==> src/rtl/pixel_packer.sv <==
// Packs a one-pixel-per-beat 24-bit RGB stream into 32-bit AXI-Stream words,
// four pixels to three words, with frame/line flags and start-of-frame resync.
module pixel_packer #(
    parameter int X_PIXELS = 256,
    parameter int Y_LINES  = 256
) (
    input  logic        out_stream_aclk,
    input  logic        periph_resetn,
    input  logic [23:0] in_pixel,
    input  logic        in_sof,
    input  logic        in_valid,
    output logic        in_ready,
    output logic [31:0] out_stream_tdata,
    output logic [3:0]  out_stream_tkeep,
    output logic        out_stream_tlast,
    output logic        out_stream_tuser,
    output logic        out_stream_tvalid,
    input  logic        out_stream_tready,
    output logic        sync_err
);

    localparam int XW = (X_PIXELS > 1) ? $clog2(X_PIXELS) : 1;
    localparam int YW = (Y_LINES > 1) ? $clog2(Y_LINES) : 1;
    localparam logic [XW-1:0] X_LAST = XW'(X_PIXELS - 1);
    localparam logic [YW-1:0] Y_LAST = YW'(Y_LINES - 1);
    localparam logic [XW-1:0] X_ONE  = XW'(1);
    localparam logic [YW-1:0] Y_ONE  = YW'(1);

    typedef enum logic [1:0] {
        PH0 = 2'd0,
        PH1 = 2'd1,
        PH2 = 2'd2,
        PH3 = 2'd3
    } phase_e;

    phase_e        phase_q, phase_d;
    logic [23:0]   residual_q, residual_d;
    logic [XW-1:0] x_q, x_d;
    logic [YW-1:0] y_q, y_d;
    logic [31:0]   tdata_q, tdata_d;
    logic          tlast_q, tlast_d;
    logic          tuser_q, tuser_d;
    logic          tvalid_q, tvalid_d;
    logic          sync_err_q, sync_err_d;

    logic          accept_s;
    logic          at_origin_s;
    logic          resync_s;
    logic          load_s;
    logic [31:0]   word_s;

    // A PH0 pixel never produces a word, so it can always be taken.
    assign in_ready    = periph_resetn &&
                         ((phase_q == PH0) || !tvalid_q || out_stream_tready);
    assign accept_s    = in_valid && in_ready;
    assign at_origin_s = (x_q == '0) && (y_q == '0);
    assign resync_s    = in_sof && !at_origin_s;

    // Phase sequencing and byte packing of the accepted pixel into a word.
    always_comb begin
        phase_d    = phase_q;
        residual_d = residual_q;
        load_s     = 1'b0;
        word_s     = 32'd0;
        if (accept_s) begin
            if (resync_s) begin
                phase_d    = PH1;
                residual_d = in_pixel;
            end else begin
                case (phase_q)
                    PH0: begin
                        residual_d = in_pixel;
                        phase_d    = PH1;
                    end
                    PH1: begin
                        word_s     = {in_pixel[7:0], residual_q[23:0]};
                        residual_d = {8'd0, in_pixel[23:8]};
                        phase_d    = PH2;
                        load_s     = 1'b1;
                    end
                    PH2: begin
                        word_s     = {in_pixel[15:0], residual_q[15:0]};
                        residual_d = {16'd0, in_pixel[23:16]};
                        phase_d    = PH3;
                        load_s     = 1'b1;
                    end
                    PH3: begin
                        word_s     = {in_pixel[23:0], residual_q[7:0]};
                        residual_d = 24'd0;
                        phase_d    = PH0;
                        load_s     = 1'b1;
                    end
                    default: begin
                        residual_d = 24'd0;
                        phase_d    = PH0;
                    end
                endcase
            end
        end else begin
            phase_d    = phase_q;
            residual_d = residual_q;
        end
    end

    // Frame position; a resync pixel becomes pixel 0 so the next one is x=1.
    always_comb begin
        x_d = x_q;
        y_d = y_q;
        if (accept_s) begin
            if (resync_s) begin
                x_d = X_ONE;
                y_d = '0;
            end else if (x_q == X_LAST) begin
                x_d = '0;
                if (y_q == Y_LAST) begin
                    y_d = '0;
                end else begin
                    y_d = y_q + Y_ONE;
                end
            end else begin
                x_d = x_q + X_ONE;
                y_d = y_q;
            end
        end else begin
            x_d = x_q;
            y_d = y_q;
        end
    end

    // Single-entry output register; load and drain may coincide.
    always_comb begin
        tdata_d  = tdata_q;
        tlast_d  = tlast_q;
        tuser_d  = tuser_q;
        tvalid_d = tvalid_q;
        if (load_s) begin
            tdata_d  = word_s;
            tlast_d  = (x_q == X_LAST);
            tuser_d  = (x_q == X_ONE) && (y_q == '0);
            tvalid_d = 1'b1;
        end else if (out_stream_tready) begin
            tvalid_d = 1'b0;
        end else begin
            tvalid_d = tvalid_q;
        end
    end

    // Sticky marker of a start-of-frame seen away from the frame origin.
    always_comb begin
        sync_err_d = sync_err_q;
        if (accept_s && resync_s) begin
            sync_err_d = 1'b1;
        end else begin
            sync_err_d = sync_err_q;
        end
    end

    // State registers with synchronous active-low reset.
    always_ff @(posedge out_stream_aclk) begin
        if (!periph_resetn) begin
            phase_q    <= PH0;
            residual_q <= 24'd0;
            x_q        <= '0;
            y_q        <= '0;
            tdata_q    <= 32'd0;
            tlast_q    <= 1'b0;
            tuser_q    <= 1'b0;
            tvalid_q   <= 1'b0;
            sync_err_q <= 1'b0;
        end else begin
            phase_q    <= phase_d;
            residual_q <= residual_d;
            x_q        <= x_d;
            y_q        <= y_d;
            tdata_q    <= tdata_d;
            tlast_q    <= tlast_d;
            tuser_q    <= tuser_d;
            tvalid_q   <= tvalid_d;
            sync_err_q <= sync_err_d;
        end
    end

    assign out_stream_tdata  = tdata_q;
    assign out_stream_tkeep  = 4'hF;
    assign out_stream_tlast  = tlast_q;
    assign out_stream_tuser  = tuser_q;
    assign out_stream_tvalid = tvalid_q;
    assign sync_err          = sync_err_q;

endmodule

==> config.mk <==
export PLATFORM = sky130hd
export DESIGN_NAME = pixel_packer
export DESIGN_NICKNAME = d
export VERILOG_FILES = /design/src/rtl/pixel_packer.sv
export SDC_FILE = /design/constraint.sdc
export NUM_CORES = 1
export LEC_CHECK = 0
export CAP_MARGIN = 10
export CORE_ASPECT_RATIO = 0.5
export CORE_MARGIN = 1
export CORE_UTILIZATION = 47
export DETAILED_ROUTE_END_ITERATION = 8
export PLACE_DENSITY = 0.8
export SETUP_SLACK_MARGIN = 0.4
export SYNTH_ARGS = -nofsm -noshare
export SYNTH_HDL_FRONTEND = slang
export SYNTH_SLANG_ARGS = --single-unit
==> constraint.sdc <==
create_clock -name out_stream_aclk -period 2.2 [get_ports out_stream_aclk]
set_input_delay 0.33 -clock out_stream_aclk [delete_from_list [all_inputs] [get_ports out_stream_aclk]]
set_output_delay 0.33 -clock out_stream_aclk [all_outputs]
set_load 0.05 [all_outputs]
==> impl_results.md <==
* Outcome: finished, violations left
* Violated checks: negative setup slack
* Setup-failing EPs final at 38
* Number of synthesized flops with an enable pin at 0
* Maximum clock path buffer count at 2
* HP Class: flop to flop
* WP data arrival at about 2.5 ns
* Crit path kind: flop to flop
* DRC violations left at 0
* Synth top area cells: dfxtp_1, nand3_1, o21ai_2, a222oi_1, nand3_2
* Yosys top cell area share at 0.4138
* First-pass GRT wire length at 17410 um
* Asr flop ratio synth at 0
* Worst-Margin Slew at between 1 and 1.5 ns
* Flop2flop setup slack at -0.07 ns
* Power share of the combinational group at 0.208
* R2r worst-path depth at 8
* Largest area contributor in the netlist: dfxtp_1
* Final worst slack at -0.06868 ns
* Maxcap violations at 0
* Gpl congestion at around 0.83
* Peak supply drop at 0.4755 mV
* CP Data Required Time at approximately 2.4 ns
* Core Area at approximately 7500 um2
* Max FO, Critical Path at 6
* Chip Width at 128.7 um
* Worst setup SP type: flop
* Drt first-iter violations at 522
* Seq/Total Area, Yosys at 0.4138
* Leak at between 2 and 2.5 nW
* Psw at 1.138 mW
* H-tree levels at 3
* Most used routing layer: met2
* Most frequent cell after synthesis: dfxtp_1
* Worst reg2reg path startpoint: y_q[0]
* Cells after Synth at between 400 and 500
* Antenna cells at 0
* Via density at 6.141
* Sw frac at 0.2960
* Hold Path Sink: out_stream_tdata[1]
* Crit end category: flop
* Post-synthesis cell type count at 54
* Hold WS at between 0.4 and 0.5 ns
* # port buffers at 65
* GRT Total Usage at 0.2720
* Wire per inst at 18.97 um
* Worst Hold Depth at 2
* Final Hold Viols at 0
* Met1 usage at 0.3490
* Clk pwr share at 0.398
* Average size of a mapped cell at between 9 and 10 um2
* Via count at 3832
* Antenna Nets Post-Route at 0
* Half-perimeter wire length after placement at 6811 um
* PD cells at just under 700 nW/um2
* Final period utilization at 1.031
* Clock slew at reported path FFs at roughly 0.06 ns
* IO Count at 70
* Layout Skew at approximately 0.008 ns
* RSZ-0062 raised after global routing: true
* Synth Warn # at 0
* Die Footprint at ~8400 um2
* Hold_sp: out_stream_tdata[1]
* Area Growth Syn to Fin at 47.05%
* Number of synthesized register bits at slightly below 80
* Floorplan row count at 22
* Initial core utilization at 0.5003
* Overall routed net length at roughly 12000 um
* Total gr overflow at 0
* # clock sinks at 78
* Final nets at 550
* Post-CTS Hold Buffers at 0
* GR Util met3 at 0.08306
* Clock latency on the worst-skew pair at approximately 0.35 ns
* Pin count of the biggest net entering global routing at 39
* Max_slew headroom at 0.3333
* CTS tree: built
* Synth cell count leaders: dfxtp_1, nand3_1, nand2_1
* Met2 Use GR at 0.4277
* Reg power frac at 0.394
* Minimum clock period at 2.269 ns
* Final core utilization at 0.7357
* Int Pwr at between 2 and 3 mW
* CTS Root Cell: clkbuf_16
* Main synth FF type: dfxtp_1
* Share of layout cells above drive strength 1 at 0.3740
* FF-to-FF End: residual_q[11]
* Cell area after synthesis at 3774 um2
* Initial antenna violation count at 0
* TritonCTS Buffers at 9
* Vias in the first global route at roughly 3500
* Final Max Tran Viols at 0
* FMAX at 440.8 MHz
* Chip height at between 60 and 70 um
* Drt pass-1 iters at 5
-- cell usage in the layout, fill, tap and decap left out, types with 10 or more instances in the layout --
cell	instances
clkdlybuf4s50_1	27
buf_4	41
nand3_2	32
o21ai_2	24
a222oi_1	16
nor2_2	10
nand2_1	26
dfxtp_1	72
buf_6	10
nor2_1	12
a21oi_1	13
dlygate4sd2_1	36
nand3_1	26
-- critical path, cell delays in order (launching register included) --
cell     delay (ns)
dfxtp_2        0.32
inv_2          0.05
ha_1           0.13
or4b_4         0.46
o41a_1         0.37
buf_6          0.17
nor2_4         0.18
nor2_4         0.10
a221o_1        0.36
-- per-layer routing --
metal,vias to the layer above,part of all wire
met5,-,0
met4,0,0.024
met3,34,0.091
met2,215,0.48
met1,1843,0.41
li1,1740,-
-- worst max path at each step --
stage           start                    to  slack, ns  cells past startpoint
3_5_place_dp   x_q[7]  out_stream_tdata[10]      -0.16                      6
6_report       y_q[0]        residual_q[11]      -0.07                      8
5_1_grt        y_q[0]                y_q[0]      -0.13                      9
4_1_cts        y_q[0]  out_stream_tdata[17]     -0.003                      8
3_3_place_gp   x_q[7]  out_stream_tdata[30]      -0.12                      6
2_1_floorplan  x_q[7]  out_stream_tdata[29]      -0.12                      8
-- power by group through the flow --
stage          Clock, mW  Sequential [mW]  Combinational [mW]
2_1_floorplan          0             1.59               0.374
3_5_place_dp           0             1.54               0.631
6_report            1.53             1.52               0.798
4_1_cts             1.53             1.51               0.720
5_1_grt             1.60             1.52               0.839
3_3_place_gp           0             1.54               0.621
-- flip-flops by register name (all words and copies together), names as in the netlist --
| name | count |
|---|---|
| out_stream_tdata | 32 |
| residual_q | 24 |
| x_q | 8 |
| y_q | 8 |
| phase_q | 2 |
| out_stream_tlast | 1 |
| out_stream_tuser | 1 |
| out_stream_tvalid | 1 |
| sync_err | 1 |
-- area by class of cell --
type	count	area [um2]
multi-input combinational	292	2350
fill	517	1993
sequential	78	1574
timing repair buffer	122	1154
clock buffer	11	242.7
tap	108	135.1
clock inverter	5	58.81
inverter	8	35.03
-- logic make-up (layout without fill, tap and decap cells) --
kind of cell,count (synthesis),in the layout,synth area share
compound gates,115,115,0.2410
xor+xnor,6,6,0.01393
fa+ha+maj,10,10,0.03316
buf+inv,46,146,0.06598
flops,78,78,0.4138
other cells,1,4,0.0009937
simple gates,157,157,0.2311
-- timing repair --
item                       4_1_cts  5_1_grt
hold endpoints to repair         0        0
setup buffers                    6        7
gates resized for setup         88       29
pin swaps                       31       26
setup endpoints to repair      115       79
gates cloned                     3        0
-- per-stage QoR --
| step | instance area, um2 | setup slack [ns] | power [mW] | instances | TNS (ns) |
|---|---|---|---|---|---|
| 3_5_place_dp | 4820 | -0.1632 | 2.171 | 592 | -5.315 |
| 2_1_floorplan | 3930 | -0.1152 | 1.963 | 416 | -3.616 |
| 5_1_grt | 5549 | -0.1315 | 3.962 | 624 | -4.158 |
| 3_3_place_gp | 4820 | -0.1231 | 2.161 | 592 | -3.292 |
| 4_1_cts | 5356 | -0.003300 | 3.758 | 617 | -0.003300 |
| 6_report | 5549 | -0.06868 | 3.845 | 624 | -0.7329 |
(Power assumes the default switching activity.)
